[src/rtl/fp32_pkg.sv]
// ---------------------------------------------------------------------------
// fp32_pkg
// Shared definitions for the binary32 multiplier: field widths, exponent bias,
// special encodings, the controller state type and operand classification.
// ---------------------------------------------------------------------------
package fp32_pkg;

    localparam int EXP_W  = 8;
    localparam int MAN_W  = 23;
    localparam int SIG_W  = MAN_W + 1;       // significand with hidden bit
    localparam int PROD_W = 2 * SIG_W;       // full significand product
    localparam int XE_W   = EXP_W + 2;       // signed exponent with headroom
    localparam int BIAS   = 127;

    localparam logic [31:0] QNAN = 32'h7FC0_0000;
    localparam logic [31:0] INF  = 32'h7F80_0000;

    typedef enum logic [2:0] {
        S_IDLE   = 3'd0,
        S_UNPACK = 3'd1,
        S_MULT   = 3'd2,
        S_NORM   = 3'd3,
        S_ROUND  = 3'd4,
        S_DONE   = 3'd5
    } state_t;

    // Result class decided from the operands alone; CLS_NORMAL means the
    // arithmetic path (multiply, normalise, round, range check) decides.
    typedef enum logic [1:0] {
        CLS_NORMAL = 2'd0,
        CLS_NAN    = 2'd1,
        CLS_INF    = 2'd2,
        CLS_ZERO   = 2'd3
    } cls_t;

    function automatic logic is_nan(input logic [31:0] x);
        return (x[30:23] == 8'hFF) && (x[22:0] != 23'd0);
    endfunction

    function automatic logic is_inf(input logic [31:0] x);
        return (x[30:23] == 8'hFF) && (x[22:0] == 23'd0);
    endfunction

    // Subnormals are flushed, so any zero exponent counts as zero.
    function automatic logic is_zero(input logic [31:0] x);
        return (x[30:23] == 8'h00);
    endfunction

endpackage

[src/rtl/fp32_round.sv]
// ---------------------------------------------------------------------------
// fp32_round
// Combinational round-to-nearest-even for a normalised 24-bit significand.
// Ports:
//   sig      in  24  normalised significand (bit 23 is the hidden one)
//   guard    in   1  first discarded bit
//   sticky   in   1  OR of all remaining discarded bits
//   exp_in   in  10  signed biased exponent before rounding
//   man      out 23  rounded mantissa (hidden bit stripped)
//   exp_out  out 10  signed biased exponent after rounding
// ---------------------------------------------------------------------------
module fp32_round
    import fp32_pkg::*;
(
    input  logic [SIG_W-1:0]        sig,
    input  logic                    guard,
    input  logic                    sticky,
    input  logic signed [XE_W-1:0]  exp_in,
    output logic [MAN_W-1:0]        man,
    output logic signed [XE_W-1:0]  exp_out
);

    logic           round_up;
    logic [SIG_W:0] sum;

    always_comb begin
        // Round up above half, or exactly at half when the kept LSB is odd.
        round_up = guard & (sticky | sig[0]);
        sum      = {1'b0, sig} + {{SIG_W{1'b0}}, round_up};
        if (sum[SIG_W]) begin
            // 1.111..1 rounded up to 10.000..0: mantissa wraps to zero.
            man     = '0;
            exp_out = exp_in + 10'sd1;
        end else begin
            man     = sum[MAN_W-1:0];
            exp_out = exp_in;
        end
    end

endmodule

[src/rtl/multiplier_32fp.sv]
// ---------------------------------------------------------------------------
// multiplier_32fp
// Multi-cycle IEEE-754 binary32 multiplier, round-to-nearest-even,
// flush-to-zero on subnormal inputs and on underflowing results.
// One operation takes six cycles (IDLE capture through DONE).
// Ports:
//   clk          in   1  rising-edge clock
//   rst_n        in   1  synchronous reset, active HIGH
//   a_i, b_i     in  32  binary32 operands, captured in IDLE when start_i=1
//   start_i      in   1  launch request (level, sampled only in IDLE)
//   done_o       out  1  one-cycle pulse in DONE; result valid
//   nan_o        out  1  result is canonical NaN
//   inifinit_o   out  1  result is inf because an operand was inf
//   overflow_o   out  1  finite operands overflowed to +-inf
//   underflow_o  out  1  nonzero result flushed to +-0
//   product_o    out 32  binary32 product, held until the next DONE
//
// state  | meaning
// IDLE   | wait for start_i, capture operands
// UNPACK | classify operands, form significands and exponent sum
// MULT   | 24x24 significand multiply
// NORM   | one-position normalisation, extract guard/sticky
// ROUND  | round, range check, register result and flags
// DONE   | done_o pulse, back to IDLE
// ---------------------------------------------------------------------------
module multiplier_32fp
    import fp32_pkg::*;
(
    input  logic        clk,
    input  logic        rst_n,
    input  logic [31:0] a_i,
    input  logic [31:0] b_i,
    input  logic        start_i,
    output logic        done_o,
    output logic        nan_o,
    output logic        inifinit_o,
    output logic        overflow_o,
    output logic        underflow_o,
    output logic [31:0] product_o
);

    state_t state_q, state_d;

    logic [31:0]              a_q, b_q;
    logic                     sign_q;
    cls_t                     cls_q;
    logic [SIG_W-1:0]         sig_a_q, sig_b_q;
    logic signed [XE_W-1:0]   exp_q;
    logic [PROD_W-1:0]        prod_q;
    logic [SIG_W-1:0]         nsig_q;
    logic                     guard_q, sticky_q;
    logic                     done_q, nan_q, inf_q, ovf_q, unf_q;
    logic [31:0]              product_q;

    // UNPACK combinational results
    cls_t                     cls_d;
    logic signed [XE_W-1:0]   exp_sum_d;

    // NORM combinational results
    logic [SIG_W-1:0]         nsig_d;
    logic                     guard_d, sticky_d;
    logic signed [XE_W-1:0]   nexp_d;

    // ROUND combinational results
    logic [MAN_W-1:0]         r_man;
    logic signed [XE_W-1:0]   r_exp;
    logic [31:0]              res_d;
    logic                     nan_d, inf_d, ovf_d, unf_d;

    // -----------------------------------------------------------------------
    // Controller
    // -----------------------------------------------------------------------
    always_ff @(posedge clk) begin
        if (rst_n) begin
            state_q <= S_IDLE;
        end else begin
            state_q <= state_d;
        end
    end

    always_comb begin
        state_d = state_q;
        case (state_q)
            S_IDLE:   if (start_i) state_d = S_UNPACK;
            S_UNPACK: state_d = S_MULT;
            S_MULT:   state_d = S_NORM;
            S_NORM:   state_d = S_ROUND;
            S_ROUND:  state_d = S_DONE;
            S_DONE:   state_d = S_IDLE;
            default:  state_d = S_IDLE;
        endcase
    end

    // -----------------------------------------------------------------------
    // Datapath combinational stages
    // -----------------------------------------------------------------------
    always_comb begin
        cls_d = CLS_NORMAL;
        if (is_nan(a_q) || is_nan(b_q) ||
            (is_inf(a_q) && is_zero(b_q)) || (is_inf(b_q) && is_zero(a_q))) begin
            cls_d = CLS_NAN;
        end else if (is_inf(a_q) || is_inf(b_q)) begin
            cls_d = CLS_INF;
        end else if (is_zero(a_q) || is_zero(b_q)) begin
            cls_d = CLS_ZERO;
        end
        exp_sum_d = $signed({2'b00, a_q[30:23]}) + $signed({2'b00, b_q[30:23]})
                  - $signed(XE_W'(BIAS));
    end

    // Both significands lie in [1,2), so the product lies in [1,4) and at
    // most one right shift is ever needed.
    always_comb begin
        if (prod_q[PROD_W-1]) begin
            nsig_d   = prod_q[PROD_W-1 -: SIG_W];
            guard_d  = prod_q[PROD_W-1-SIG_W];
            sticky_d = |prod_q[PROD_W-2-SIG_W:0];
            nexp_d   = exp_q + 10'sd1;
        end else begin
            nsig_d   = prod_q[PROD_W-2 -: SIG_W];
            guard_d  = prod_q[PROD_W-2-SIG_W];
            sticky_d = |prod_q[PROD_W-3-SIG_W:0];
            nexp_d   = exp_q;
        end
    end

    fp32_round u_round (
        .sig     (nsig_q),
        .guard   (guard_q),
        .sticky  (sticky_q),
        .exp_in  (exp_q),
        .man     (r_man),
        .exp_out (r_exp)
    );

    // Final result selection; the flag assignments are exclusive by
    // construction because each branch sets at most one of them.
    always_comb begin
        res_d = '0;
        nan_d = 1'b0;
        inf_d = 1'b0;
        ovf_d = 1'b0;
        unf_d = 1'b0;
        case (cls_q)
            CLS_NAN: begin
                res_d = QNAN;
                nan_d = 1'b1;
            end
            CLS_INF: begin
                res_d = INF | {sign_q, 31'd0};
                inf_d = 1'b1;
            end
            CLS_ZERO: begin
                res_d = {sign_q, 31'd0};
            end
            default: begin
                if (r_exp >= 10'sd255) begin
                    res_d = INF | {sign_q, 31'd0};
                    ovf_d = 1'b1;
                end else if (r_exp <= 10'sd0) begin
                    res_d = {sign_q, 31'd0};
                    unf_d = 1'b1;
                end else begin
                    res_d = {sign_q, r_exp[EXP_W-1:0], r_man};
                end
            end
        endcase
    end

    // -----------------------------------------------------------------------
    // Datapath registers
    // -----------------------------------------------------------------------
    always_ff @(posedge clk) begin
        if (rst_n) begin
            a_q       <= '0;
            b_q       <= '0;
            sign_q    <= 1'b0;
            cls_q     <= CLS_NORMAL;
            sig_a_q   <= '0;
            sig_b_q   <= '0;
            exp_q     <= '0;
            prod_q    <= '0;
            nsig_q    <= '0;
            guard_q   <= 1'b0;
            sticky_q  <= 1'b0;
            done_q    <= 1'b0;
            nan_q     <= 1'b0;
            inf_q     <= 1'b0;
            ovf_q     <= 1'b0;
            unf_q     <= 1'b0;
            product_q <= '0;
        end else begin
            done_q <= 1'b0;
            case (state_q)
                S_IDLE: begin
                    if (start_i) begin
                        a_q <= a_i;
                        b_q <= b_i;
                    end
                end
                S_UNPACK: begin
                    sign_q  <= a_q[31] ^ b_q[31];
                    cls_q   <= cls_d;
                    sig_a_q <= {1'b1, a_q[MAN_W-1:0]};
                    sig_b_q <= {1'b1, b_q[MAN_W-1:0]};
                    exp_q   <= exp_sum_d;
                end
                S_MULT: begin
                    prod_q <= PROD_W'(sig_a_q) * PROD_W'(sig_b_q);
                end
                S_NORM: begin
                    nsig_q   <= nsig_d;
                    guard_q  <= guard_d;
                    sticky_q <= sticky_d;
                    exp_q    <= nexp_d;
                end
                S_ROUND: begin
                    product_q <= res_d;
                    nan_q     <= nan_d;
                    inf_q     <= inf_d;
                    ovf_q     <= ovf_d;
                    unf_q     <= unf_d;
                    done_q    <= 1'b1;
                end
                default: ;
            endcase
        end
    end

    assign done_o      = done_q;
    assign nan_o       = nan_q;
    assign inifinit_o  = inf_q;
    assign overflow_o  = ovf_q;
    assign underflow_o = unf_q;
    assign product_o   = product_q;

endmodule

[config.mk]
export PLATFORM = sky130hd
export DESIGN_NAME = multiplier_32fp
export DESIGN_NICKNAME = d
export VERILOG_FILES = /design/src/rtl/fp32_pkg.sv /design/src/rtl/fp32_round.sv /design/src/rtl/multiplier_32fp.sv
export SDC_FILE = /design/constraint.sdc
export NUM_CORES = 2
export LEC_CHECK = 0
export ABC_AREA = 1
export BUFFER_PORTS_ARGS = -buffer_cell sky130_fd_sc_hd__buf_2
export CAP_MARGIN = 10
export CORE_MARGIN = 3
export CORE_UTILIZATION = 60
export CTS_CLUSTER_DIAMETER = 60
export CTS_CLUSTER_SIZE = 16
export DETAILED_ROUTE_END_ITERATION = 16
export PLACE_DENSITY = 0.77
export SKIP_LAST_GASP = 1
export SLEW_MARGIN = 20
export SYNTH_ARGS = -nofsm -noshare
export SYNTH_HDL_FRONTEND = slang
export SYNTH_SLANG_ARGS = --single-unit
export TNS_END_PERCENT = 20
[constraint.sdc]
create_clock -name clk -period 12.8 [get_ports clk]
set_input_delay 2.56 -clock clk [delete_from_list [all_inputs] [get_ports clk]]
set_output_delay 2.56 -clock clk [all_outputs]
set_load 0.02 [all_outputs]
Word-level counts from Yosys, hierarchy flattened
Index checks and enable logic that the tools add are counted.
{ "word_totals": {"ff_bits": 239, "in_bits": 67, "elab_cells": 86} }
{ "op_classes": {"addsub": 4, "mul": 1, "order_cmp": 2, "eq_ne": 11, "muxes": 23, "bitwise": 3, "reduce_logical": 24} }
{ "op_table": {"columns": ["operator", "count"], "rows": [
  ["$pmux 32 s3", 1],
  ["$mux 31", 2],
  ["$mul 24x24->48", 1],
  ["$logic_not 23->1", 2],
  ["$reduce_bool 23->1", 2],
  ["$add 24x1->25", 1],
  ["$mux 24", 1],
  ["$mux 23", 1],
  ["$reduce_or 23->1", 1],
  ["$reduce_or 22->1", 1],
  ["$mux 10", 2],
  ["$pmux 10 s2", 1],
  ["$eq 8x8->1 const B", 2],
  ["$logic_not 8->1", 2],
  ["$pmux 3 s5", 1],
  ["$add 10x2->10 const B", 1],
  ["$ge 10x9->1 const B", 1],
  ["$le 10x1->1 const B", 1],
  ["$mux 1", 10],
  ["$sub 9x7->10 const B", 1],
  ["$add 8x8->9", 1],
  ["$eq 3x2->1 const B", 2],
  ["$logic_and 1x1->1", 6],
  ["$mux 2", 3],
  ["other kinds (14)", 21]
]} }

Longest topological paths before layout
{ "logic_depth": {"ltp_word": 8, "ltp_mapped": 32, "ltp_nobuf": 30} }

Modules after synthesis
From an unflattened synthesis, not the netlist that was laid out.
{ "hier_totals": {"cells_unflattened": 4313, "hier_area_um2": 31201.2} }
{ "modules_own_cells": {"columns": ["mod", "n_inst", "cells_each", "area_each_um2", "seq_area_each_um2"], "rows": [
  ["multiplier_32fp", 1, 4091, 30082.6, 4764.6],
  ["fp32_round", 1, 222, 1118.6, 0.0]
]} }

Worst setup path before layout
No wires, ideal clock.
{ "synth_timing": {"kind": "reg-to-reg", "start": "reg sig_a_q[13]", "end": "reg prod_q[30]", "arrival_time_ps": 6056, "path_slack_ps": 6630, "path_stages_with_launch": 30, "path_buffers": 2, "synth_period_minus_slack_ps": 6170, "path_cell_list": "dfxtp_1 > clkbuf_1 > clkbuf_1 > nand2_1 > fa_1 > inv_1 > fa_1 > inv_1 > fa_1 > inv_1 > fa_1 > inv_1 > fa_1 > inv_1 > fa_1 > inv_1 > fa_1 > inv_1 > ha_1 > nand2_1 > nor2_1 > inv_1 > nor2_1 > inv_1 > nor2_1 > a21oi_1 > o21ai_0 > nor2_1 > o21bai_1 > inv_1"} }
{ "synth_between": {"elab_chain_len": 1} }
{ "synth_lines": {"columns": ["element", "line_no", "source"], "rows": [
  ["start: declaration", "multiplier_32fp.sv:47", "logic [SIG_W-1:0] sig_a_q, sig_b_q;"],
  ["start signal: assignment", "multiplier_32fp.sv:204", "sig_a_q <= {1'b1, a_q[MAN_W-1:0]};"],
  ["$mul 24x24->48", "multiplier_32fp.sv:209", "prod_q <= PROD_W'(sig_a_q) * PROD_W'(sig_b_q);"],
  ["end signal: assignment", "multiplier_32fp.sv:209", null],
  ["end: declaration", "multiplier_32fp.sv:49", "logic [PROD_W-1:0] prod_q;"]
]} }
No other way between the ends.
A chain may end at the register's enable or synchronous reset.

Worst setup path in the final report
{ "layout_timing": {"start": "reg sig_b_q[3]", "end": "reg prod_q[29]"} }
{ "layout_between": {"elab_chain_len": 1} }
{ "layout_lines": {"columns": ["element", "line_no", "source"], "rows": [
  ["start: declaration", "multiplier_32fp.sv:47", null],
  ["start signal: assignment", "multiplier_32fp.sv:205", "sig_b_q <= {1'b1, b_q[MAN_W-1:0]};"],
  ["$mul 24x24->48", "multiplier_32fp.sv:209", null]
]} }
No other way between the ends.

==> out/qor.txt <==
largest net degree at the start of global routing -> 111
critical path's slowest cell -> dfxtp_1
Main synth FF type -> dfxtp_1
DRT Pass-1 Iters -> 5
most frequent cell on the critical path -> inv_1
Tmin final -> 7400 ps
Peak VDD IR -> 0.0857 mV
drt first-iter violations -> 2083
CP Launch Type -> flop
Starting Density -> 0.611
Finished Layout Cells -> 4827
Hold Worst Slack -> 453 ps
CP Data Arrival Time -> 7850 ps
CP max FO -> 25
Fmax -> 135 MHz
Area Growth Syn to Fin -> 5.38%
commonest cells in the netlist -> inv_1 (1167), nand2_1 (905), fa_1 (483)
Final Max Tran Viols -> 0
Worst Setup End Kind -> flop
total power -> 2.99 mW
PwrDens -> 92.1 nW/um2
Finish-stage setup viols -> 0
CTS max path bufs -> 3
clk slew on worst S/H paths -> 70 ps
leakage power -> 18.1 nW
die width -> 233 um
dominant cell type by area after synthesis -> fa_1
CTS Buf Count -> 24
GP Congestion -> 1.03
drt total wl -> 77.9 mm
Fillers -> 4426
post-CTS setup buffer count -> 0
Max-Cap Viols -> 0
Clock Latency Late Sink -> 560 ps
final net count -> 4893
H-tree level count -> 1
Setup Skew -> 27.4 ps
ANT nets after route -> 0
Mapped Area -> 30900 um2
Root Driver -> clkbuf_16
vias in the first global route -> 25800
most common cell in the netlist -> inv_1
via count -> 25700
number of synthesized flops with an enable pin -> 0
Rows -> 82
sequential element share of the synthesized area -> 0.154
DP Wirelength -> 60.1 mm
PortBufs -> 103
first-pass GRT wire length -> 130 mm
Die Ht -> 233 um
Distinct cells, synth -> 41
GRT Overall Usage -> 0.298
Critical Path RT -> 13260 ps
initial antenna violation count -> 0
final hold viol count -> 0
Mapped Avg Cell Area -> 7.36 um2
fraction of layout cells with a size suffix above 1 -> 0.0635
core area -> 50500 um2
post-DR vias/cell -> 5.31
Hold-fix buffers, CTS -> 0
Post-Syn Nets -> 4938
die area -> 54200 um2
grt total ovfl -> 0
outcome -> finished clean
Final period util -> 0.578
synth warn -> 0
n_diodes -> 0
I/O Pins -> 104
RSZ-0062 raised after global routing -> no
DR DRC count -> 0
CTS resizes -> 0
clk sinks -> 238
post-synth top area share -> 0.313
Mapped Cells -> 4191
Crit Path Category -> flop to flop
top cells by area, synth -> fa_1 (31%), dfxtp_1 (15%), inv_1 (14%)
Post-synth ARST share -> 0
Yosys reg bits -> 238
total negative slack -> 0 ps
cell total after placement -> 4792
Slew HR -> 0.212
Avg WL per Cell -> 16.1 um
worst-margin pin slew -> 1180 ps
Post-Route Utilization -> 0.644
TritonCTS clock tree -> built
max incr delay on CP -> 1070 ps
HP Class -> flop to flop
## through the flow
step | worst slack [ps] | cell area [um2]
floorplan | 6630 | 30900
global placement | 5420 | 31800
detailed placement | 5360 | 31800
CTS | 5350 | 32500
global route | 5070 | 32500
finish | 5400 | 32500
## kinds of logic (layout without fill, tap and decap cells)
group                      after synthesis  after routing  share of synthesized area
buffers and inverters                 1395           1359                      0.170
and+or+nand+nor                       1247           1247                      0.165
adders and majority gates              680            680                      0.393
AOI/OAI and AO/OA                      585            585                      0.104
DFF                                    238            238                      0.154
xor gates and xnor gates                46             46                     0.0131
## final cells by class
type / instances / area (um2) / share of cell area
Inverter: 1172 / 4400 / 0.135
Clock inverter: 11 / 165 / 0.00508
Timing Repair Buffer: 152 / 883 / 0.0272
Tap cell: 672 / 841 / 0.0259
Sequential cell: 238 / 4770 / 0.147
Multi-Input combinational cell: 2558 / 20900 / 0.642
Clock buffer: 24 / 601 / 0.0185
## per-layer routing
layer | GRT usage | share of wire | wire length [um] | up-vias
met3 | 0.0487 | 0.086 | 6730 | 199
met2 | 0.490 | 0.46 | 35600 | 1020
met4 | 0.109 | 0.040 | 3120 | 0
met5 | 0.00368 | 0 | 0 | -
li1 | - | - | - | 12200
met1 | 0.399 | 0.42 | 32400 | 12200
## flip-flops by register name, summed over array words and instances, names as in the netlist
register	count
done_o	1
sig_b_q	23
b_q	32
exp_q	10
product_o	32
nsig_q	24
a_q	32
state_q	3
underflow_o	1
guard_q	1
nan_o	1
sign_q	1
sig_a_q	24
inifinit_o	1
prod_q	48
cls_q	2
overflow_o	1
sticky_q	1
## power by group
group / leakage [nW] / internal [mW] / switching [mW]
clock: 0.371 / 0.375 / 0.333
sequential: 1.95 / 0.813 / 0.0699
combinational: 15.8 / 0.469 / 0.936
## worst max-delay path, delay by kind of cell, from the launching register on
family	cells	cell delay (ps)
adders and majority gates	8	3930
buffers and inverters	8	410
AOI/OAI and AO/OA	5	1230
and+or+nand+nor	5	650
DFF	1	1070
## cells in the final DEF, fill, tap and decap left out, types with 24 or more instances in the layout
cell type  instances
o21bai_1          25
nand2_2           28
fa_1             483
inv_1           1166
dfxtp_1          236
a21oi_1          220
nand4_1           39
a31oi_1           31
nand3_1           66
clkbuf_16         24
buf_4             49
ha_1             197
nor2_1           154
xor2_1            33
buf_2            103
o21ai_0          244
nand2_1          905
## final timing paths
check        slack [ps]               startpoint  cells after the start                 endpoint
max                5400  sig_b_q[3]$_SDFFE_PP0P_                     26  prod_q[29]$_SDFFE_PP0P_
min                 450   prod_q[5]$_SDFFE_PP0P_                      2   prod_q[5]$_SDFFE_PP0P_
min reg2reg         450   prod_q[5]$_SDFFE_PP0P_                      2   prod_q[5]$_SDFFE_PP0P_
max reg2reg        5400  sig_b_q[3]$_SDFFE_PP0P_                     26  prod_q[29]$_SDFFE_PP0P_
Note: power is estimated with default switching activity, not from simulation.
